===== config.mk =====
export PLATFORM = sky130hd
export DESIGN_NAME = i2s_receiver
export DESIGN_NICKNAME = d
export VERILOG_FILES = /design/src/rtl/i2s_receiver.sv
export SDC_FILE = /design/constraint.sdc
export NUM_CORES = 1
export LEC_CHECK = 0
export ABC_AREA = 1
export BUFFER_PORTS_ARGS = -buffer_cell sky130_fd_sc_hd__buf_4
export CAP_MARGIN = 20
export CORE_MARGIN = 2
export CORE_UTILIZATION = 60
export CTS_BUF_LIST = sky130_fd_sc_hd__clkbuf_4 sky130_fd_sc_hd__clkbuf_8
export DETAILED_ROUTE_END_ITERATION = 10
export PLACE_DENSITY = 0.81
export SETUP_SLACK_MARGIN = 0.1
export SYNTH_ARGS = -nofsm -noshare
export SYNTH_HDL_FRONTEND = slang
export SYNTH_SLANG_ARGS = --single-unit
export TNS_END_PERCENT = 5

===== constraint.sdc =====
create_clock -name i_clock -period 4.95 [get_ports i_clock]
set_clock_uncertainty 0.2 [all_clocks]
set_input_delay 0.495 -clock i_clock [delete_from_list [all_inputs] [get_ports i_clock]]
set_output_delay 0.495 -clock i_clock [all_outputs]
set_load 0.01 [all_outputs]

===== src/rtl/i2s_receiver.sv =====
// I2S slave receiver: synchronises the codec's BCLK/LRCLK/SDATA into the
// system clock domain and delivers one left/right sample pair per frame.
module i2s_receiver #(
   parameter int DATA_WIDTH  = 24,
   parameter int SYNC_STAGES = 2
) (
   input  logic                  i_clock,
   input  logic                  i_reset,
   input  logic                  i_bclk,
   input  logic                  i_lrclk,
   input  logic                  i_sdata,
   output logic [DATA_WIDTH-1:0] o_data_left,
   output logic [DATA_WIDTH-1:0] o_data_right,
   output logic                  o_data_valid,
   output logic                  o_frame_error
);

   typedef enum logic [1:0] {
      WAIT_SYNC,
      LEFT,
      RIGHT
   } state_t;

   localparam logic [5:0] DW_C    = 6'(DATA_WIDTH);
   localparam logic [5:0] CNT_MAX = 6'd63;

   logic [SYNC_STAGES-1:0] bclk_sync_q;
   logic [SYNC_STAGES-1:0] lrclk_sync_q;
   logic [SYNC_STAGES-1:0] sdata_sync_q;
   logic                   bclk_prev_q;
   logic                   lrclk_prev_q;
   logic [5:0]             cnt_q;
   logic [5:0]             cnt_d;
   logic [DATA_WIDTH-1:0]  shift_q;
   logic [DATA_WIDTH-1:0]  shift_d;
   logic [DATA_WIDTH-1:0]  hold_left_q;
   logic [DATA_WIDTH-1:0]  data_left_q;
   logic [DATA_WIDTH-1:0]  data_right_q;
   logic                   left_ok_q;
   logic                   valid_q;
   logic                   error_q;
   state_t                 state_q;

   logic bclk_s;
   logic lrclk_s;
   logic sdata_s;
   logic bit_evt;
   logic boundary;
   logic capture;
   logic short_slot;

   assign bclk_s  = bclk_sync_q[SYNC_STAGES-1];
   assign lrclk_s = lrclk_sync_q[SYNC_STAGES-1];
   assign sdata_s = sdata_sync_q[SYNC_STAGES-1];

   assign bit_evt    = bclk_s & ~bclk_prev_q;
   assign boundary   = bit_evt & (lrclk_s != lrclk_prev_q);
   assign capture    = bit_evt & ~boundary & (cnt_d == DW_C);
   assign short_slot = cnt_q < DW_C;

   // Bring the three codec signals into i_clock domain; keep last BCLK for edges
   always_ff @(posedge i_clock or posedge i_reset) begin
      if (i_reset) begin
         bclk_sync_q  <= '0;
         lrclk_sync_q <= '0;
         sdata_sync_q <= '0;
         bclk_prev_q  <= 1'b0;
      end else begin
         bclk_sync_q  <= {bclk_sync_q[SYNC_STAGES-2:0], i_bclk};
         lrclk_sync_q <= {lrclk_sync_q[SYNC_STAGES-2:0], i_lrclk};
         sdata_sync_q <= {sdata_sync_q[SYNC_STAGES-2:0], i_sdata};
         bclk_prev_q  <= bclk_s;
      end
   end

   // Bit position within the slot; count 0 is the I2S delay bit
   always_comb begin
      cnt_d = cnt_q;
      if (bit_evt) begin
         if (boundary) begin
            cnt_d = '0;
         end else if (cnt_q == CNT_MAX) begin
            cnt_d = CNT_MAX;
         end else begin
            cnt_d = 6'(cnt_q + 6'd1);
         end
      end
   end

   // Data bits 1..DATA_WIDTH enter MSB first; delay and padding bits are dropped
   always_comb begin
      shift_d = shift_q;
      if (bit_evt && !boundary && cnt_d >= 6'd1 && cnt_d <= DW_C) begin
         shift_d = {shift_q[DATA_WIDTH-2:0], sdata_s};
      end
   end

   // Slot counter, shifter and the LRCLK value seen at the previous bit
   always_ff @(posedge i_clock or posedge i_reset) begin
      if (i_reset) begin
         cnt_q        <= '0;
         shift_q      <= '0;
         lrclk_prev_q <= 1'b0;
      end else begin
         cnt_q   <= cnt_d;
         shift_q <= shift_d;
         if (bit_evt) begin
            lrclk_prev_q <= lrclk_s;
         end
      end
   end

   // Slot sequencing, left holding register and registered output strobes
   always_ff @(posedge i_clock or posedge i_reset) begin
      if (i_reset) begin
         state_q      <= WAIT_SYNC;
         left_ok_q    <= 1'b0;
         hold_left_q  <= '0;
         data_left_q  <= '0;
         data_right_q <= '0;
         valid_q      <= 1'b0;
         error_q      <= 1'b0;
      end else begin
         valid_q <= 1'b0;
         error_q <= 1'b0;
         if (bit_evt) begin
            unique case (state_q)
               WAIT_SYNC: begin
                  if (boundary && !lrclk_s) begin
                     state_q <= LEFT;
                  end
               end
               LEFT: begin
                  if (boundary) begin
                     if (short_slot) begin
                        error_q   <= 1'b1;
                        left_ok_q <= 1'b0;
                     end
                     state_q <= lrclk_s ? RIGHT : LEFT;
                  end else if (capture) begin
                     hold_left_q <= shift_d;
                     left_ok_q   <= 1'b1;
                  end
               end
               RIGHT: begin
                  if (boundary) begin
                     if (short_slot) begin
                        error_q   <= 1'b1;
                        left_ok_q <= 1'b0;
                     end
                     state_q <= lrclk_s ? RIGHT : LEFT;
                  end else if (capture && left_ok_q) begin
                     data_right_q <= shift_d;
                     data_left_q  <= hold_left_q;
                     valid_q      <= 1'b1;
                     left_ok_q    <= 1'b0;
                  end
               end
               default: begin
                  state_q   <= WAIT_SYNC;
                  left_ok_q <= 1'b0;
               end
            endcase
         end
      end
   end

   assign o_data_left   = data_left_q;
   assign o_data_right  = data_right_q;
   assign o_data_valid  = valid_q;
   assign o_frame_error = error_q;

endmodule


# Yosys cells after proc, flatten, opt, wreduce, memory -nomap -nowiden
# Cells that the tools add are included.
[totals] reg_bits=115 in_bits=5 elab_cells=69
[op_classes] add_sub_neg=1 n_lt_le_gt_ge=3 eq_ne=9 mux=22 bitwise_logic=7 reduce_logical=13
[op_table] operator="two-way mux 24 bit" count=1
[op_table] operator="two-way mux 6 bit" count=3
[op_table] operator="two-way mux 1 bit" count=13
[op_table] operator="AND reduction 4 bit" count=3
[op_table] operator="adder 6 x 1 -> 6 bit, second input constant" count=1
[op_table] operator="== test 6 x 5 -> 1 bit, second input constant" count=1
[op_table] operator="== test 6 bit, second input constant" count=1
[op_table] operator="greater-or-equal comparator 6 x 1 -> 1 bit, second input constant" count=1
[op_table] operator="<= comparator 6 x 5 -> 1 bit, second input constant" count=1
[op_table] operator="< comparator 6 x 5 -> 1 bit, second input constant" count=1
[op_table] operator="two-way mux 2 bit" count=3
[op_table] operator="!= test 3 bit, second input constant" count=2
[op_table] operator="logical AND 1 bit" count=5
[op_table] operator="AND 1 bit" count=4
[op_table] operator="case mux 2 bit (2 select lines)" count=1
[op_table] operator="NOT 1 bit" count=3
[op_table] operator="case mux 1 bit (3 select lines)" count=1
[op_table] operator="AND reduction 3 bit" count=1
[op_table] operator="== test 2 x 1 -> 1 bit, second input constant" count=1
[op_table] operator="== test 2 bit, second input constant" count=1
[op_table] operator="logical NOT 1 bit" count=2
[op_table] operator="logical NOT 2 bit" count=1
[op_table] operator="!= test 2 x 1 -> 1 bit, second input constant" count=1
[op_table] operator="!= test 2 bit, second input constant" count=1
[op_table] operator="other kinds (2)" count=2

# Depth between registers and ports, before layout
[logic_depth] word_depth=12 mapped_depth=17 mapped_depth_nobuf=17

# Least setup slack after synthesis
# Ideal clock, no wire load.
[synth_timing] path_type="reg2reg" start="reg cnt_q[0]" end="reg shift_q[1]" setup_ns=0.119 arrival_ns=1.918 slack_ns=2.713 stages_incl_launch_ff=16 path_buffers=1 synth_period_minus_slack_ns=2.237 cell_sequence="dfrtp_1 -> ha_1 -> nand2_1 -> inv_1 -> nand2_2 -> nand2_1 -> nand2_1 -> nand2_1 -> inv_1 -> nand2_1 -> nor2_2 -> nand3_2 -> nand2_4 -> buf_6 -> nand2_1 -> and2_1"
[synth_between] elab_chain_len=8 elab_cells_between_ends=10 classes_between="add/sub: 1; order compare: 2; eq/ne: 1; mux: 4; reduce/logical: 2"
[synth_lines] item="from (decl)" line="32" rtl="logic [5:0] cnt_q;"
[synth_lines] item="from (signal assigned)" line="105" rtl="cnt_q <= cnt_d;"
[synth_lines] item="adder 6 x 1 -> 6 bit or == test 6 bit (tied branches)" line="85, 82"
[synth_lines] item="two-way mux 6 bit" line="82" rtl="end else if (cnt_q == CNT_MAX) begin"
[synth_lines] item="two-way mux 6 bit" line="80" rtl="if (boundary) begin"
[synth_lines] item="two-way mux 6 bit *" line="79" rtl="if (bit_evt) begin"
[synth_lines] item="via cnt_d[0]" line="33" rtl="logic [5:0] cnt_d;"
[synth_lines] item="greater-or-equal comparator 6 x 1 -> 1 bit" line="93" rtl="if (bit_evt && !boundary && cnt_d >= 6'd1 && cnt_d <= DW_C) begin"
[synth_lines] item="logical AND 1 bit" line="93"
[synth_lines] item="logical AND 1 bit *" line="93"
[synth_lines] item="two-way mux 24 bit *" line="93"
[synth_lines] item="via shift_d[1]" line="35" rtl="logic [DATA_WIDTH-1:0] shift_d;"
[synth_lines] item="to (signal assigned)" line="106" rtl="shift_q <= shift_d;"
[synth_lines] item="to (decl)" line="34" rtl="logic [DATA_WIDTH-1:0] shift_q;"
# The timed path passes the listed nets; every way through them passes the cells marked *.
# A chain may end at the register's enable or synchronous reset.

# Worst setup path in the final report
[layout_timing] start="reg cnt_q[0]" end="reg data_right_q[21] (netlist: o_data_right[21])"
[layout_between] elab_chain_len=8 elab_cells_between_ends=14 classes_between="add/sub: 1; order compare: 2; eq/ne: 2; mux: 4; bitwise: 1; reduce/logical: 4"
[layout_lines] item="adder 6 x 1 -> 6 bit or == test 6 bit (tied branches)" line="85, 82"
[layout_lines] item="two-way mux 6 bit" line="82"
[layout_lines] item="two-way mux 6 bit" line="80"
[layout_lines] item="two-way mux 6 bit *" line="79"
[layout_lines] item="via cnt_d[0]" line="33"
[layout_lines] item="greater-or-equal comparator 6 x 1 -> 1 bit or == test 6 x 5 -> 1 bit (tied branches)" line="93, 58"
[layout_lines] item="logical AND 1 bit or AND 1 bit (tied branches)" line="93, 58"
[layout_lines] item="logical AND 1 bit (on tied branches)" line="93, 152"
[layout_lines] item="two-way mux 24 bit or AND reduction 4 bit (tied branches)"
[layout_lines] item="to (signal assigned)" line="153" rtl="data_right_q <= shift_d;"
[layout_lines] item="to (decl)" line="38" rtl="logic [DATA_WIDTH-1:0] data_right_q;"
# Marks and branches as above.

==> impl_metrics.yaml <==
route:
  wl_um: 10340
  drc: 0
  ant_nets: 0
  vias: 3880
  drt-initial-drc-count: 244
  vias_per_cell: 5.293
  detail_route.wl_per_cell_um: 14.10
  dr.pass1.iters: 5
timing:
  tightest_slew_ns: 0.9194
  hold-worst-slack_ns: 0.05524
  max_freq_mhz: 322.5
  setup_tns_ns: 0
  slew_viol_final: 0
  rsz0062_at_grt: "false"
  post-route-min-period_ns: 3.100
  setup_viol: 0
  hold_violations: 0
  slew-limit-headroom_pct: 38.71
  finalCritPeriodShare_pct: 62.64
die:
  die_w_um: 94.85
  dieArea_sq_um: 8997
  die_h_um: 94.85
  io_pins: 55
  start_util_pct: 61.19
  rows: 33
  coreArea_sq_um: 8093
final_layout:
  final_common_cell: "nand2_1"
  area_growth_pct: 17.18
  drive_gt1_share_pct: 17.83
  register_area_sq_um: 2878
  mostFrequentLayoutCells: "nand2_1 (219), dfrtp_1 (115), nand3_1 (80)"
  multi_input_area_sq_um: 1753
  n_antenna_cell: 0
  num-fill-cells: 628
  nets: 626
grt:
  grt_pass1_wl_um: 17630
  grt_overflow: 0
  grt_util_met2_pct: 41.73
  grt_antenna_before_repair: 0
  grt_max_degree: 77
  grt_busiest_layer: "met2"
  grt_pass1_vias: 3758
  met3_usage_pct: 7.741
  met1_usage_pct: 32.69
  grt_usage_pct: 25.69
worst_setup_path:
  path_max_fanout: 25
  path_common_cell: "nand2_1"
  max_stage_delay_ns: 0.48
  cp.required_ns: 5.06
  rr_endpoint: "o_data_right[21]$_DFFE_PP0P_"
  worstSetupPathType: "reg -> reg"
  path_depth: 15
  cp_data_arrival_time_ns: 3.21
  crit_family: "simple AND/OR/NAND/NOR gates"
  worst_setup_path_end_kind: "flip-flop"
  rrSetupSlack_ns: 1.85
  startpoint_type: "flip-flop"
  r2r-start: "cnt_q[0]$_DFF_PP0_"
  path_buf_inv: 2
  cp_cell_sequence: "ha_1 -> nand2_1 -> inv_1 -> nand2_2 -> nand2_1 -> nand2_1 -> nand2_1 -> inv_1 -> nand2_1 -> nor2_2 -> nand3_2 -> nand2_4 -> nand2_1 -> nand3_1 -> nand2_1"
  r2r.worst_path.cells: 15
  crit_path_top_delay_cell: "nand3_2"
pwr:
  p_sw_uw: 713.9
  p_sw_share_pct: 29.74
  pwr-share-clk_pct: 37.0
  p_int_uw: 1686
  peakVddDrop_uv: 204.1
  leakage_uw: 0.003226
  power_frac_seq_pct: 45.7
  powerDensity_nw_per_um2: 413.6
  power_frac_comb_pct: 17.3
synth:
  seq_area_frac_synth_pct: 58.11
  synth_seq_cells: 115
  netlist_area_sq_um: 4952
  synth_top_area_share_pct: 58.11
  synth_largest_area_cell: "dfrtp_1"
  synth.distinct_cells: 29
  yosysWarnings: 0
  synth_cells: 558
  synth_nets: 568
  avgSynthCellArea_sq_um: 8.875
  synthTopCellsByArea: "dfrtp_1 (58%), nand2_1 (17%), nand3_1 (8.1%)"
placement:
  place.gp.congestion: 0.8206
  io_buffer_count: 54
  post-dp-hpwl_um: 6253
cts:
  clkTransAtPathRegs_ns: 0.07
  cts_sinks: 115
  cts_max_path_buffers: 2
  cts_made_buffers: 17
  clockRootBuffer: "clkbuf_8"
  cts_resized: 0
  cts-htree-levels: 4
  clk_latency_ns: 0.43
  tritoncts: "done"
run:
  max_cap_violations: 0
hold_path:
  hold_class: "in -> async"
run_status:
  outcome: "finished, final reports clean"
## kinds of logic (layout without fill, tap and decap cells)
logic type	count (synthesis)	after routing	synth area share, %
AOI/OAI and AO/OA	17	17	2.299
DFF	115	115	58.11
adders and majority gates	5	5	1.263
and+or+nand+nor	352	352	31.83
buffers and inverters	69	139	6.493
## flip-flops by register name, summed over array words and instances, names as in the netlist, 2 cells and up
| signal | cells |
|---|---|
| o_data_right | 24 |
| sdata_sync_q | 2 |
| cnt_q | 6 |
| hold_left_q | 24 |
| o_data_left | 24 |
| shift_q | 24 |
| state_q | 2 |
| bclk_sync_q | 2 |
| lrclk_sync_q | 2 |
## what timing repair did
| item | in CTS | in global routing |
|---|---|---|
| hold buffers | 3 | 0 |
| endpoints found under the hold margin | 3 | 0 |
| setup endpoints to repair | 0 | 0 |
| setup buffers | 0 | 0 |
## power groups by stage
stage / Sequential, uW / Combinational [uW] / Clock [uW]
2_1_floorplan: 1100 / 332 / 0
5_1_grt: 1110 / 470 / 947
3_3_place_gp: 1110 / 380 / 0
4_1_cts: 1100 / 411 / 905
6_report: 1100 / 415 / 888
3_5_place_dp: 1110 / 401 / 0
## final cells by class
| cell class | count | area share (%) |
|---|---|---|
| Multi-Input combinational cell | 374 | 30.21 |
| Inverter | 49 | 3.256 |
| Clock buffer | 18 | 4.161 |
| Clock inverter | 13 | 2.760 |
| Sequential cell | 115 | 49.59 |
| Timing Repair Buffer | 59 | 7.762 |
| Tap cell | 105 | 2.264 |
## per-layer routing
layer / share of wire, % / wire length, um / up-vias
met3: 4.7 / 489 / 19
met1: 44 / 4594 / 1897
li1: - / - / 1861
met5: 0 / 0 / -
met2: 49 / 5078 / 103
met4: 1.7 / 174 / 0
## synth_stat cells (all sizes together)
master / count
clkbuf: 2
nand4: 1
dfrtp: 115
a22oi: 1
o21a: 1
o32ai: 1
and2: 24
o21bai: 1
nand2: 226
a211oi: 1
buf: 18
nor3: 1
inv: 49
o21ai: 6
ha: 5
nand3: 84
a21oi: 6
nor2: 16
## worst max-delay path by stage
stage,slack [ns],start,end
2_1_floorplan,1.21,i_reset,bclk_prev_q$_DFF_PP0_
3_3_place_gp,2.05,cnt_q[0]$_DFF_PP0_,o_data_right[22]$_DFFE_PP0P_
3_5_place_dp,1.91,cnt_q[0]$_DFF_PP0_,o_data_right[19]$_DFFE_PP0P_
4_1_cts,1.86,cnt_q[0]$_DFF_PP0_,o_data_right[22]$_DFFE_PP0P_
5_1_grt,1.60,cnt_q[0]$_DFF_PP0_,o_data_right[17]$_DFFE_PP0P_
6_report,1.85,cnt_q[0]$_DFF_PP0_,o_data_right[21]$_DFFE_PP0P_
## through the flow
step / area, sq um / setup WS (ns) / std cells / total power (uW) / util, %
finish: 5803 / 1.850 / 733 / 2400 / 71.71
global route: 5803 / 1.603 / 733 / 2523 / 71.71
CTS: 5803 / 1.857 / 733 / 2413 / 71.71
detailed placement: 5371 / 1.907 / 699 / 1512 / 66.37
global placement: 5371 / 2.055 / 699 / 1486 / 66.37
floorplan: 4952 / 1.211 / 558 / 1432 / -
Power figures use the tool's default switching activity.
